[src/rtl/riscv_pkg.sv]
// Shared RISC-V datapath definitions: instruction constants, opcode
// encodings and the fetch sequencer state type.
package riscv_pkg;

  localparam logic [31:0] RESET_PC  = 32'h0000_0000;
  localparam logic [31:0] NOP_INSTR = 32'h0000_0013;  // ADDI x0,x0,0

  localparam logic [6:0] OP_LUI    = 7'b0110111;
  localparam logic [6:0] OP_AUIPC  = 7'b0010111;
  localparam logic [6:0] OP_JAL    = 7'b1101111;
  localparam logic [6:0] OP_JALR   = 7'b1100111;
  localparam logic [6:0] OP_BRANCH = 7'b1100011;
  localparam logic [6:0] OP_LOAD   = 7'b0000011;
  localparam logic [6:0] OP_STORE  = 7'b0100011;
  localparam logic [6:0] OP_IMM    = 7'b0010011;
  localparam logic [6:0] OP_REG    = 7'b0110011;

  typedef enum logic [1:0] {
    IDLE  = 2'd0,
    FETCH = 2'd1,
    ISSUE = 2'd2,
    HALT  = 2'd3
  } fetch_state_t;

  // True when an address lies on a 32-bit word boundary.
  function automatic logic is_word_aligned(input logic [31:0] addr);
    return (addr[1:0] == 2'b00);
  endfunction

endpackage

[src/rtl/instr_fetch_unit_if.sv]
// Instruction memory req/ack read port. The fetch unit is the master.
interface instr_fetch_unit_if;
  logic        req;
  logic [31:0] addr;
  logic        ack;
  logic [31:0] rdata;

  modport master (output req, output addr, input ack, input rdata);
  modport slave  (input req, input addr, output ack, output rdata);
endinterface

[src/rtl/instr_fetch_unit_pc_gen.sv]
// Combinational next-PC generator: sequential increment or branch target,
// with a flag for a taken branch to a non-word-aligned address.
module fetch_pc_gen
  import riscv_pkg::*;
(
  input  logic [31:0] pc,
  input  logic        pc_sel,
  input  logic [31:0] alu_out,
  output logic [31:0] pc_next,
  output logic [31:0] pc_plus4,
  output logic        misalign
);

  // Next-PC selection; the +4 wraps naturally at the top of the address space.
  always_comb begin
    pc_plus4 = pc + 32'd4;
    misalign = 1'b0;
    if (pc_sel) begin
      pc_next  = alu_out;
      misalign = !is_word_aligned(alu_out);
    end else begin
      pc_next  = pc_plus4;
    end
  end

endmodule

[src/rtl/instr_fetch_unit.sv]
// Instruction fetch sequencer: owns the PC, fetches one word per FETCH
// entry over the imem handshake and holds it for decode during ISSUE.
module instr_fetch_unit
  import riscv_pkg::*;
(
  input  logic                       clk,
  input  logic                       rst,
  input  logic                       pc_sel,
  input  logic [31:0]                alu_out,
  input  logic                       stall,
  instr_fetch_unit_if.master         imem,
  output logic [31:0]                instr,
  output logic                       instr_valid,
  output logic [31:0]                pc,
  output logic [31:0]                pc_plus4,
  output logic                       misalign_err
);

  fetch_state_t state_r;
  fetch_state_t state_next_s;
  logic [31:0]  pc_r;
  logic [31:0]  instr_r;
  logic         misalign_r;
  logic [31:0]  pc_next_s;
  logic         misalign_s;
  logic         issue_go_s;

  fetch_pc_gen u_pc_gen (
    .pc       (pc_r),
    .pc_sel   (pc_sel),
    .alu_out  (alu_out),
    .pc_next  (pc_next_s),
    .pc_plus4 (pc_plus4),
    .misalign (misalign_s)
  );

  // Leaving ISSUE only when decode is not stalling; stall beats any branch.
  assign issue_go_s = (state_r == ISSUE) && !stall;

  // State register.
  always_ff @(posedge clk or posedge rst) begin
    if (rst) begin
      state_r <= IDLE;
    end else begin
      state_r <= state_next_s;
    end
  end

  // Next-state logic; HALT is only left through reset.
  always_comb begin
    state_next_s = state_r;
    case (state_r)
      IDLE:  state_next_s = FETCH;
      FETCH: begin
        if (imem.ack) begin
          state_next_s = ISSUE;
        end else begin
          state_next_s = FETCH;
        end
      end
      ISSUE: begin
        if (stall) begin
          state_next_s = ISSUE;
        end else if (misalign_s) begin
          state_next_s = HALT;
        end else begin
          state_next_s = FETCH;
        end
      end
      HALT:    state_next_s = HALT;
      default: state_next_s = IDLE;
    endcase
  end

  // PC, instruction and sticky error registers.
  always_ff @(posedge clk or posedge rst) begin
    if (rst) begin
      pc_r       <= RESET_PC;
      instr_r    <= NOP_INSTR;
      misalign_r <= 1'b0;
    end else begin
      if ((state_r == FETCH) && imem.ack) begin
        instr_r <= imem.rdata;
      end else if (issue_go_s) begin
        instr_r <= NOP_INSTR;
        if (misalign_s) begin
          misalign_r <= 1'b1;
        end else begin
          pc_r <= pc_next_s;
        end
      end
    end
  end

  // Handshake flags are pure state decodes so they drop at once on reset.
  assign imem.req     = (state_r == FETCH);
  assign imem.addr    = pc_r;
  assign instr_valid  = (state_r == ISSUE);
  assign instr        = instr_r;
  assign pc           = pc_r;
  assign misalign_err = misalign_r;

endmodule

[src/flat_wrapper.sv]
// flat-port wrapper written by rule: the top's interface ports become plain ports
module instr_fetch_unit_flat import riscv_pkg::*;
  (clk, rst, pc_sel, alu_out, stall, instr, instr_valid, pc, pc_plus4, misalign_err, imem_req, imem_addr, imem_ack, imem_rdata);
  instr_fetch_unit_if imem_i ();
  input  logic clk;
  input  logic rst;
  input  logic pc_sel;
  input  logic [31:0] alu_out;
  input  logic stall;
  output logic [31:0] instr;
  output logic instr_valid;
  output logic [31:0] pc;
  output logic [31:0] pc_plus4;
  output logic misalign_err;
  output wire logic [$bits(imem_i.req)-1:0] imem_req;
  output wire logic [$bits(imem_i.addr)-1:0] imem_addr;
  input wire logic [$bits(imem_i.ack)-1:0] imem_ack;
  input wire logic [$bits(imem_i.rdata)-1:0] imem_rdata;
  assign imem_req = imem_i.req;
  assign imem_addr = imem_i.addr;
  assign imem_i.ack = imem_ack;
  assign imem_i.rdata = imem_rdata;
  instr_fetch_unit u_core (.clk(clk), .rst(rst), .pc_sel(pc_sel), .alu_out(alu_out), .stall(stall), .imem(imem_i), .instr(instr), .instr_valid(instr_valid), .pc(pc), .pc_plus4(pc_plus4), .misalign_err(misalign_err));
endmodule
[config.mk]
export PLATFORM = sky130hd
export DESIGN_NAME = instr_fetch_unit_flat
export DESIGN_NICKNAME = d
export VERILOG_FILES = /design/src/rtl/riscv_pkg.sv /design/src/rtl/instr_fetch_unit_if.sv /design/src/rtl/instr_fetch_unit_pc_gen.sv /design/src/rtl/instr_fetch_unit.sv /design/src/flat_wrapper.sv
export SDC_FILE = /design/constraint.sdc
export NUM_CORES = 1
export LEC_CHECK = 0
export BUFFER_PORTS_ARGS = -buffer_cell sky130_fd_sc_hd__buf_4
export CORE_MARGIN = 2
export CORE_UTILIZATION = 38
export CTS_BUF_LIST = sky130_fd_sc_hd__clkbuf_16
export DETAILED_ROUTE_END_ITERATION = 16
export GPL_TIMING_DRIVEN = 0
export PLACE_DENSITY_LB_ADDON = 0.25
export SETUP_SLACK_MARGIN = 0.4
export SLEW_MARGIN = 0
export SYNTH_ARGS = -nofsm -noshare
export SYNTH_HDL_FRONTEND = slang
export SYNTH_HIERARCHICAL = 1
export SYNTH_SLANG_ARGS = --single-unit
export TNS_END_PERCENT = 5
[constraint.sdc]
create_clock -name clk -period 2.9 [get_ports clk]
set_input_delay 0.87 -clock clk [delete_from_list [all_inputs] [get_ports clk]]
set_output_delay 0.87 -clock clk [all_outputs]
set_load 0.02 [all_outputs]
Word level (Yosys, flattened, before mapping)
Cells that the tools add are included.
{ "word_totals": {"wordCells": 27, "in_bits": 69, "out_inout_bits": 131, "register_bits": 67} }
{ "op_classes": {"bitwise": 2, "n_addsub": 1, "muxes": 8, "eq_ne": 3, "n_reduce_logical": 9} }
{ "op_table": {"columns": ["op", "count"], "rows": [
  ["2-to-1 mux 32 bit", 3],
  ["adder 32 x 3 -> 32 bit (second input constant)", 1],
  ["one-hot mux 2 bit (4 select lines)", 1],
  ["2-to-1 mux 2 bit", 3],
  ["AND reduction 3 bit", 2],
  ["equality test 2 bit (second input constant)", 2],
  ["logical NOT 2 bit", 2],
  ["equality test 2 x 1 -> 1 bit (second input constant)", 1],
  ["logical AND 1 bit", 2],
  ["logical NOT 1 bit", 2],
  ["inverter 1 bit", 2],
  ["nonzero test 2 bit", 1],
  ["2-to-1 mux 1 bit", 1]
]} }

Depth between registers and ports, before layout
Gate-level depths: netlist of run 1.
{ "logic_depth": {"ltp_word": 6, "mapped_depth": 7, "ltp_nobuf": 6} }

By module
Netlist of run 1, hierarchy kept.
{ "by_module_without_submodules": {"columns": ["module", "cells_per_inst", "n_inst", "seq_area_each_um2", "area_per_inst_um2"], "rows": [
  ["instr_fetch_unit", 258, 1, 1680.4, 2967.8],
  ["fetch_pc_gen", 176, 1, 0.0, 1154.9]
]} }

Least setup slack after synthesis of run 1
Ideal clock, no wire load.
{ "synth_path": {"path_type": "register -> output", "start": "reg u_core.pc_r[2] (netlist: u_core/imem.addr[2])", "end": "out pc_plus4[24]", "required_ns": 2.030, "arrival_time_ns": 2.157, "slack_ns": -0.127, "path_stages_with_launch": 7, "path_cell_list": "dfrtp_1 > ha_1 > nand3_1 > or4_4 > buf_6 > or4_1 > nand2_1"} }
{ "synth_between": {"elab_chain_cells": 1} }
{ "synth_rtl": {"columns": ["element", "line_no", "source"], "rows": [
  ["from (decl)", "instr_fetch_unit.sv:21", "logic [31:0] pc_r;"],
  ["from (signal assigned)", "instr_fetch_unit.sv:89", "pc_r <= pc_next_s;"],
  ["adder 32 x 3 -> 32 bit", "instr_fetch_unit_pc_gen.sv:16", "pc_plus4 = pc + 32'd4;"],
  ["to (decl)", "flat_wrapper.sv:13", "output logic [31:0] pc_plus4;"]
]} }
No other way between the ends.

Worst setup path after layout of run 1
{ "layout_path": {"start": "reg u_core.pc_r[9] (netlist: u_core/imem.addr[9])", "end": "out pc_plus4[24]"} }
The elaborated chain is that of the path after synthesis.

==> results of run 1 <==
[worst max path at each step]
| stage | end | slack [ps] | cells after the start |
|---|---|---|---|
| global route | pc_plus4[24] | -410 | 7 |
| detailed placement | pc_plus4[31] | -250 | 6 |
| floorplan | pc_plus4[24] | 120 | 6 |
| CTS | pc_plus4[24] | -350 | 7 |
| finish | pc_plus4[24] | -380 | 7 |
| global placement | u_core/imem.addr[21]$_DFFE_PP0P_ | -820 | 2 |
[power by group through the flow]
stage               Sequential, uW  Clock (uW)  Combinational (uW)
floorplan                     1770           0                 712
global placement              1490           0                1770
detailed placement            1500           0                1800
CTS                           1480        1010                1870
global route                  1520        1060                2020
finish                        1480         983                1890
[metal layers]
metal,share of wire,track usage,wire length [um],vias to the layer above
met5,0,0,0,-
met4,0.016,0.07234,200,0
met3,0.079,0.05063,995,15
met2,0.50,0.3648,6278,149
met1,0.41,0.2609,5108,1955
li1,-,-,-,1998
[timing repair]
| item | 4_1_cts | 5_1_grt |
|---|---|---|
| resized for setup | 24 | 9 |
| hold buffers | 0 | 0 |
| pin swaps | 9 | 9 |
| endpoints found under the setup margin | 56 | 24 |
| endpoints found under the hold margin | 0 | 0 |
| buffers inserted | 18 | 5 |
[stage by stage]
stage | TNS (ps) | setup slack [ps]
6_report | -3299 | -378.0
5_1_grt | -4578 | -413.9
4_1_cts | -3562 | -350.3
3_5_place_dp | -3111 | -247.3
3_3_place_gp | -44140 | -820.5
2_1_floorplan | 0 | 117.2
[flip-flops by register name, indices dropped and copies added (netlist names)]
signal / count
u_core/misalign_err: 1
u_core/imem.addr: 32
u_core/state_r: 2
u_core/instr: 32
[synth_stat cells]
master,instances
or4_1,9
o31ai_1,5
buf_4,34
buf_6,5
nand4b_1,1
nand4_1,5
o21ai_0,4
nand3b_1,2
dfstp_2,3
nand3_1,10
xor2_1,10
xnor2_1,12
clkbuf_1,12
a31oi_1,6
nor3b_4,1
nor2_1,46
and2_1,1
nand4_2,1
mux2_2,49
buf_2,6
and4_1,1
and2b_1,1
or4_4,1
nor2b_4,1
dfrtp_1,64
nor2b_1,5
nand3_2,1
inv_1,13
o22ai_1,29
nor4b_1,2
nor4_1,11
nand2_1,27
a31o_2,1
ha_1,1
buf_1,5
a221o_1,8
nor3_1,3
nand2b_1,2
a21oi_1,34
o211ai_1,2
[kinds of logic (layout without fill, tap and decap cells)]
| logic type | after synthesis | count (layout) |
|---|---|---|
| simple gates | 131 | 131 |
| flops | 67 | 67 |
| fa+ha+maj | 1 | 1 |
| buf+inv | 75 | 312 |
| xor+xnor | 22 | 22 |
| mux | 49 | 49 |
| compound gates | 89 | 89 |
[worst max-delay path: cells and delay by family, from the launching register on]
| family | cells | cell delay (ps) |
|---|---|---|
| buffers and inverters | 3 | 470 |
| DFF | 1 | 360 |
| and+or+nand+nor | 4 | 1240 |
[final cells by class]
class | count | area, sq um | area share
buffer | 62 | 424.2 | 0.06520
clock buffer | 9 | 225.2 | 0.03462
clock inverter | 7 | 45.04 | 0.006924
inverter | 13 | 51.30 | 0.007886
multi-input combinational | 292 | 2201 | 0.3383
sequential | 67 | 1700 | 0.2614
tap | 140 | 175.2 | 0.02693
timing repair buffer | 221 | 1683 | 0.2587
==> summary.txt, run 1 <==
status = finished with violations
failing checks = setup timing
area leader, netlist = dfrtp_1
WS Path Type = register to output pin
CTS Root Cell = clkbuf_16
starting density of the core = 0.3854
overall routed net length = 12580 um
required time of the worst setup path = 2030 ps
IO Port Bufs = 198
critical-path maximum fanout = 6
Worst IR Drop VDD = 0.5071 mV
synthesized area = 4123 sq um
CP max stage delay = 500 ps
Max Clock Skew = 5.088 ps
Die Wd = 108.2 um
Lkg Pwr = 0.003246 uW
Hold EP = u_core/misalign_err$_DFFE_PP0P_
# DRC = 0
final hold slack = 464.9 ps
Die H = 108.2 um
Slew HR = 0.4170
Post-Synth Adder-Cell Area = 0.003035
Switch Pwr = 1627 uW
endpoints failing setup = 15
# fillers = 948
R2R setup slack = 500 ps
vias in the first global route = 3947
via total after detailed routing = 4117
Clock Latency Late Sink = 330 ps
synth unique cells = 40
Setup crit end kind = output pin
critical path launch point type = register
clk buf depth = 2
core region area = 10700 sq um
Hold WC Path Type = register to register
r2r endpoint = u_core/imem.addr[24]$_DFFE_PP0P_
Tot GR Track Use = 0.2122
Reg power frac = 0.339
initial antenna violation count = 0
post-synthesis sequential area ratio = 0.4076
die area = 11700 sq um
placed cell count = 772
leading cell types in the layout, fill and taps excluded = buf_4 (253), mux2_2 (49), dfrtp_1 (48)
final hold viol count = 0
Post-DRT Antenna Nets = 0
fin. max-slew vios = 0
DP Wirelength = 9125 um
fin cells = 811
Seq cells post-synth = 67
Max Cap Viol = 0
Logic pwr share = 0.435
H-tree depth = 3
Post-Synth Simple-Gate Area = 0.1651
post-synthesis compound-gate area fraction = 0.1335
WHS Path Cells = 1
Achievable Freq = 0.3051 GHz
Final Power = 4350 uW
ANT cells = 0
Initial DRT Pass Iterations = 5
min Tclk post-route = 3278 ps
clock-pin transition on the worst setup and hold timing paths = 50 ps
Synth area leaders = dfrtp_1 (39%), mux2_2 (13%), buf_4 (6.2%)
TritonCTS buffer count = 9
GP Congestion = 0.8262
commonest non-fill, non-tap cell in the layout = buf_4
ratio of cells with drive above 1 in the final layout = 0.5782
initial DRC count = 164
Int Power = 2723 uW
RSZ-0062 raised after global routing = true
multiplexer area fraction after synthesis = 0.1338
global-route wire length before repair = 19590 um
Synthesized Nets = 504
clock share of power = 0.226
Worst setup startpoint = u_core/imem.addr[9]$_DFFE_PP0P_
synthesis-to-layout area growth = 57.78%
Overflow after GRT = 0
Synth top area share = 0.3885
R2R cell count = 7
crit path max-delay cell type = or4_4
largest net degree at the start of global routing = 68
post-route cell area = 6505 sq um
PnR worst setup slack = -378.0 ps
# nets final = 736
TritonCTS clock tree = yes
largest family of logic cells by synthesized area = simple AND/OR/NAND/NOR gates
hold path start = u_core/misalign_err$_DFFE_PP0P_
worst path cell trace = nand4_1 > buf_6 > or4_4 > buf_8 > or4_4 > nand2_4 > buf_6
cell count after synthesis = 434
crit share post-route = 1.130
net switching fraction of the power = 0.3740
worst slew pin tran = 874.5 ps
Vias per Instance = 5.076
Synth warnings = 6
routed len/inst = 15.51 um
PD cells = 668.7 nW/um^2
dpl cell area = 5879 sq um
Clock Sinks = 67
number of top-level pins = 200
Synth Area in XOR/XNOR = 0.04674
row count = 38
syn_area_per_cell = 9.499 sq um
Worst R2R Start = u_core/imem.addr[9]$_DFFE_PP0P_
CP Data Arrival Time = 2410 ps
Final Core Density = 0.6081
No activity file was read; power rests on OpenSTA's default activity.
==> run 2: changes to the inputs <==
PLACE_DENSITY = 0.69   (was unset)
PLACE_DENSITY_LB_ADDON = unset   (was 0.25)
==> run 2 against run 1 <==
  * The run still ends with setup timing left
  * Count of clock-buffer cells in the layout is the same
  * Maximum frequency grew 2.1%
  * Combinational power is essentially flat
  * Via count grew 2.8%
  * Clock power shrank 2.2%
  * Setup slack gained 68 ps
  * Non-clock buffer count grew 8
  * Worst hold slack gained 34 ps
  * Critical path depth is the same
  * Sequential power is essentially flat
  * Largest cell class unchanged
  * Highest routed layer unchanged
==> summary.txt, run 2 (synthesis gave the netlist of run 1 again) <==
Tot GR Track Use = 0.2155
TritonCTS buffer count = 9
min Tclk post-route = 3210 ps
# fillers = 918
RSZ-0062 raised after global routing = true
overall routed net length = 13180 um
row count = 38
Hold WC Path Type = register to register
routed len/inst = 16.10 um
Clock Sinks = 67
Vias per Instance = 5.167
commonest non-fill, non-tap cell in the layout = buf_4
starting density of the core = 0.3854
vias in the first global route = 3904
CTS Root Cell = clkbuf_16
largest net degree at the start of global routing = 68
Reg area = 1700 sq um
status = finished with violations
post-route cell area = 6579 sq um
PnR worst setup slack = -310.2 ps
final hold viol count = 0
Max Cap Viol = 0
initial antenna violation count = 0
CP Data Arrival Time = 2340 ps
clock-pin transition on the worst setup and hold timing paths = 50 ps
multi-input logic area = 2223 sq um
initial DRC count = 180
critical-path maximum fanout = 7
critical path launch point type = register
number of top-level pins = 200
WS Path Type = register to output pin
DP Wirelength = 9345 um
# nets final = 744
core region area = 10700 sq um
Achievable Freq = 0.3115 GHz
Final Power = 4344 uW
Setup crit end kind = output pin
via total after detailed routing = 4232
crit share post-route = 1.107
clk buf depth = 2
Clock Latency Late Sink = 330 ps
CTS hold repair buffers = 0
ratio of cells with drive above 1 in the final layout = 0.5832
Final TNS setup = -2000 ps
GP Congestion = 0.8215
TritonCTS clock tree = yes
die area = 11700 sq um
# DRC = 0
global-route wire length before repair = 19780 um
endpoints failing setup = 10
Overflow after GRT = 0
leading cell types in the layout, fill and taps excluded = buf_4 (259), mux2_2 (49), dfrtp_1 (48)
IO Port Bufs = 198
fin cells = 819
Post-DRT Antenna Nets = 0
Lkg Pwr = 0.003312 uW
required time of the worst setup path = 2030 ps
H-tree depth = 3
Die Wd = 108.2 um
ANT cells = 0
dpl cell area = 5879 sq um
Initial DRT Pass Iterations = 5
fin. max-slew vios = 0
failing checks = setup timing
placed cell count = 772
Slew HR = 0.4175
Max Clock Skew = 5.561 ps
Die H = 108.2 um
Worst IR Drop VDD = 0.4636 mV
PD cells = 660.2 nW/um^2
synthesis-to-layout area growth = 59.58%
worst slew pin tran = 873.7 ps
[run 2: changes by cell type in the layout (fill, tap and decap cells not counted), sizes merged]
cell | before | now
buf | 272 | 279
clkinv | 6 | 5
clkinvlp | 1 | 2
clkbuf | 20 | 21
[run 2: cell type report]
type                            count  area share
Multi-Input combinational cell    292      0.3380
Timing Repair Buffer              229      0.2642
Sequential cell                    67      0.2585
Buffer                             62     0.06542
Clock buffer                        9     0.03423
Tap cell                          140     0.02663
Inverter                           13    0.007798
Clock inverter                      7    0.005325
[run 2: worst paths after layout]
kind	from	endpoint	slack (ps)	cells after the start
max	u_core/imem.addr[2]$_DFFE_PP0P_	pc_plus4[24]	-310	7
min	u_core/misalign_err$_DFFE_PP0P_	u_core/misalign_err$_DFFE_PP0P_	500	1
max reg2reg	u_core/imem.addr[2]$_DFFE_PP0P_	u_core/imem.addr[16]$_DFFE_PP0P_	620	8
min reg2reg	u_core/misalign_err$_DFFE_PP0P_	u_core/misalign_err$_DFFE_PP0P_	500	1
max in group asynchronous	rst	u_core/imem.addr[16]$_DFFE_PP0P_	1540	2
min in group asynchronous	rst	u_core/instr[25]$_DFFE_PP0P_	720	2
[run 2: per-layer routing]
metal,part of all wire,vias to the layer above,GRT usage
li1,-,2021,-
met1,0.41,2010,0.2717
met2,0.50,190,0.3666
met3,0.077,11,0.04461
met4,0.011,0,0.07601
met5,0,-,0
[run 2: what timing repair did]
item / in CTS / in global routing
pin swaps: 4 / 12
resized for setup: 12 / 31
setup buffers: 22 / 9
endpoints found under the setup margin: 55 / 56
[run 2: worst max-delay path, stage by stage (launching register included)]
cell	delay, ps
dfrtp_2	420
ha_4	170
nand3_4	110
or4_4	530
buf_8	160
or4_4	440
nand2_4	80
buf_6	110
[run 2: metrics by stage]
stage          utilization  hold WS, ps  setup slack, ps
6_report            0.6150        498.5           -310.2
5_1_grt             0.6150        541.8           -369.8
4_1_cts             0.5944        511.1           -277.9
3_5_place_dp        0.5496        498.6           -148.1
3_3_place_gp        0.5494        477.8           -807.9
2_1_floorplan            -        564.5            117.2
[run 2: where the power goes]
| group | switching (uW) | total [uW] | internal, uW | leakage, uW |
|---|---|---|---|---|
| combinational | 958 | 1900 | 944 | 0.00235 |
| clock | 397 | 961 | 564 | 0.000121 |
| sequential | 268 | 1480 | 1210 | 0.000842 |
| total | 1620 | 4340 | 2720 | 0.00331 |
==> run 3: changes to the inputs <==
ABC_AREA = 1   (was unset)
CORE_UTILIZATION = 40   (was 38)
PLACE_DENSITY = 0.71   (was 0.69)
TNS_END_PERCENT = 1   (was 5)
==> run 3 against run 2 <==
  * The run now ends clean
  * Synthesized cell count grew 42%
  * Die area grew 3.5%
  * Setup slack gained 570 ps
  * Cell area grew 1.9%
  * Largest power group unchanged
  * Critical path depth grew 1
==> summary.txt, run 3 <==
Die Wd = 110.0 um
synthesis-to-layout area growth = 49.07%
CTS Root Cell = clkbuf_16
Achievable Freq = 0.3793 GHz
WHS Path Cells = 1
number of top-level pins = 200
core region area = 10890 sq um
Final Power = 7591 uW
Post-DRT Antenna Nets = 0
Synth area leaders = dfrtp_1 (36%), nand2_1 (22%), nand3_1 (8.0%)
fin. max-slew vios = 0
Seq cells post-synth = 67
critical-path maximum fanout = 5
PD cells = 1133 nW/um^2
starting density of the core = 0.4129
Clock Sinks = 67
CP Data Arrival Time = 1770 ps
Worst R2R Start = u_core/imem.addr[3]$_DFFE_PP0P_
Logic pwr share = 0.596
Setup crit end kind = output pin
Reg power frac = 0.264
clk buf depth = 2
# DRC = 0
overall routed net length = 14160 um
Initial DRT Pass Iterations = 4
synthesized area = 4496 sq um
largest net degree at the start of global routing = 36
Max Cap Viol = 0
endpoints failing setup = 0
ratio of cells with drive above 1 in the final layout = 0.4419
initial antenna violation count = 0
syn_area_per_cell = 7.298 sq um
Buf+Inv Stages, Crit Path = 2
Clock Latency Late Sink = 330 ps
Switch Pwr = 3487 uW
count leader, synth = nand2_1
initial DRC count = 243
TritonCTS buffer count = 9
post-synthesis sequential area ratio = 0.3738
worst slew pin tran = 788.2 ps
Reg area = 1703 sq um
net switching fraction of the power = 0.4594
crit path max-delay cell type = dfrtp_1
die area = 12100 sq um
worst path cell trace = buf_6 > nand2_4 > nor2_8 > nand2_8 > nor2_8 > nand3_2 > and2_4 > buf_6
required time of the worst setup path = 2030 ps
Max Clock Skew = 3.630 ps
crit share post-route = 0.9091
synth unique cells = 31
r2r endpoint = u_core/imem.addr[30]$_DFFE_PP0P_
Hold WC Path Type = register to register
Tot GR Track Use = 0.2330
R2R setup slack = 1130 ps
final hold viol count = 0
Overflow after GRT = 0
Vias per Instance = 4.924
Synth top area share = 0.3562
critical path launch point type = register
Hold EP = u_core/misalign_err$_DFFE_PP0P_
CP top delay family = simple AND/OR/NAND/NOR gates
# fillers = 1004
Lkg Pwr = 0.003737 uW
commonest non-fill, non-tap cell in the layout = nand2_1
hold path start = u_core/misalign_err$_DFFE_PP0P_
DP Wirelength = 10900 um
IO Port Bufs = 198
multi-input logic area = 2394 sq um
Main synth FF type = dfrtp_1
WS Path Type = register to output pin
Synth warnings = 6
global-route wire length before repair = 21920 um
EDFF count, synth = 0
Synthesized Nets = 686
Async SR Flop Fraction = 1.000
R2R cell count = 13
Worst IR Drop VDD = 0.5670 mV
Final TNS setup = 0 ps
cell count after synthesis = 616
H-tree depth = 3
row count = 38
min Tclk post-route = 2636 ps
# nets final = 909
GP Congestion = 0.8515
Int Power = 4104 uW
status = completed
clock-pin transition on the worst setup and hold timing paths = 60 ps
CP max stage delay = 410 ps
vias in the first global route = 4595
clock share of power = 0.140
routed len/inst = 14.39 um
Die H = 110.0 um
Levels on crit path = 8
area leader, netlist = dfrtp_1
Slew HR = 0.4734
most frequent cells after synthesis = nand2_1 (261), nand3_1 (72), dfrtp_1 (64), buf_4 (37), nand4_1 (32)
TritonCTS clock tree = yes
via total after detailed routing = 4845
ANT cells = 0
RSZ-0062 raised after global routing = true
leading cell types in the layout, fill and taps excluded = nand2_1 (247), buf_4 (244), nand3_1 (70)
[run 3: worst max path at each step]
stage,endpoint,slack [ps],start
global route,pc_plus4[28],210,u_core/imem.addr[18]$_DFFE_PP0P_
finish,pc_plus4[19],260,u_core/imem.addr[3]$_DFFE_PP0P_
global placement,u_core/imem.addr[19]$_DFFE_PP0P_,270,pc_sel
floorplan,pc_plus4[12],460,u_core/imem.addr[2]$_DFFE_PP0P_
CTS,pc_plus4[20],270,u_core/imem.addr[3]$_DFFE_PP0P_
detailed placement,u_core/imem.addr[21]$_DFFE_PP0P_,260,pc_sel
[run 3: power by group through the flow]
| stage | Sequential [uW] | Combinational (uW) | Clock [uW] |
|---|---|---|---|
| global route | 2090 | 4890 | 1120 |
| floorplan | 2420 | 2040 | 0 |
| finish | 2010 | 4520 | 1060 |
| global placement | 1970 | 4300 | 0 |
| detailed placement | 1990 | 4350 | 0 |
| CTS | 2010 | 4430 | 1080 |
[run 3: cell type report]
type | instances | share of cell area
well taps | 140 | 0.02614
repair buffers | 212 | 0.2416
inverters | 28 | 0.01624
flip-flops and latches | 67 | 0.2541
plain buffers | 66 | 0.06217
multi-input cells | 455 | 0.3572
clock inverters | 7 | 0.008962
clock buffers | 9 | 0.03361
[run 3: per-layer routing]
metal / share of wire / GRT usage
met1: 0.39 / 0.2709
met2: 0.49 / 0.4071
met3: 0.098 / 0.07172
met4: 0.019 / 0.07685
met5: 0 / 0
[run 3: logic make-up after synthesis]
family                   synth area share
adder cells (fa/ha/maj)          0.002783
buffers and inverters              0.1161
flip-flops                         0.3738
AND/OR/NAND/NOR                    0.4581
AO/OA/AOI/OAI                    0.008348
XOR/XNOR                          0.04091
[run 3: what timing repair did]
action | 4_1_cts | 5_1_grt
setup buffers | 6 | 7
hold endpoints to repair | 0 | 0
setup endpoints to repair | 23 | 23
pin swaps | 10 | 11
resized for setup | 26 | 26
hold buffers | 0 | 0
[run 3: stage by stage]
stage	worst slack [ps]	util	instances	hold WS (ps)	cell area, sq um
finish	263.5	0.6155	984	484.3	6701
global route	207.8	0.6155	984	504.3	6701
CTS	267.9	0.6032	977	489.8	6568
detailed placement	258.6	0.5677	955	475.7	6181
global placement	272.5	0.5658	954	473.8	6161
floorplan	456.8	-	616	517.0	4499
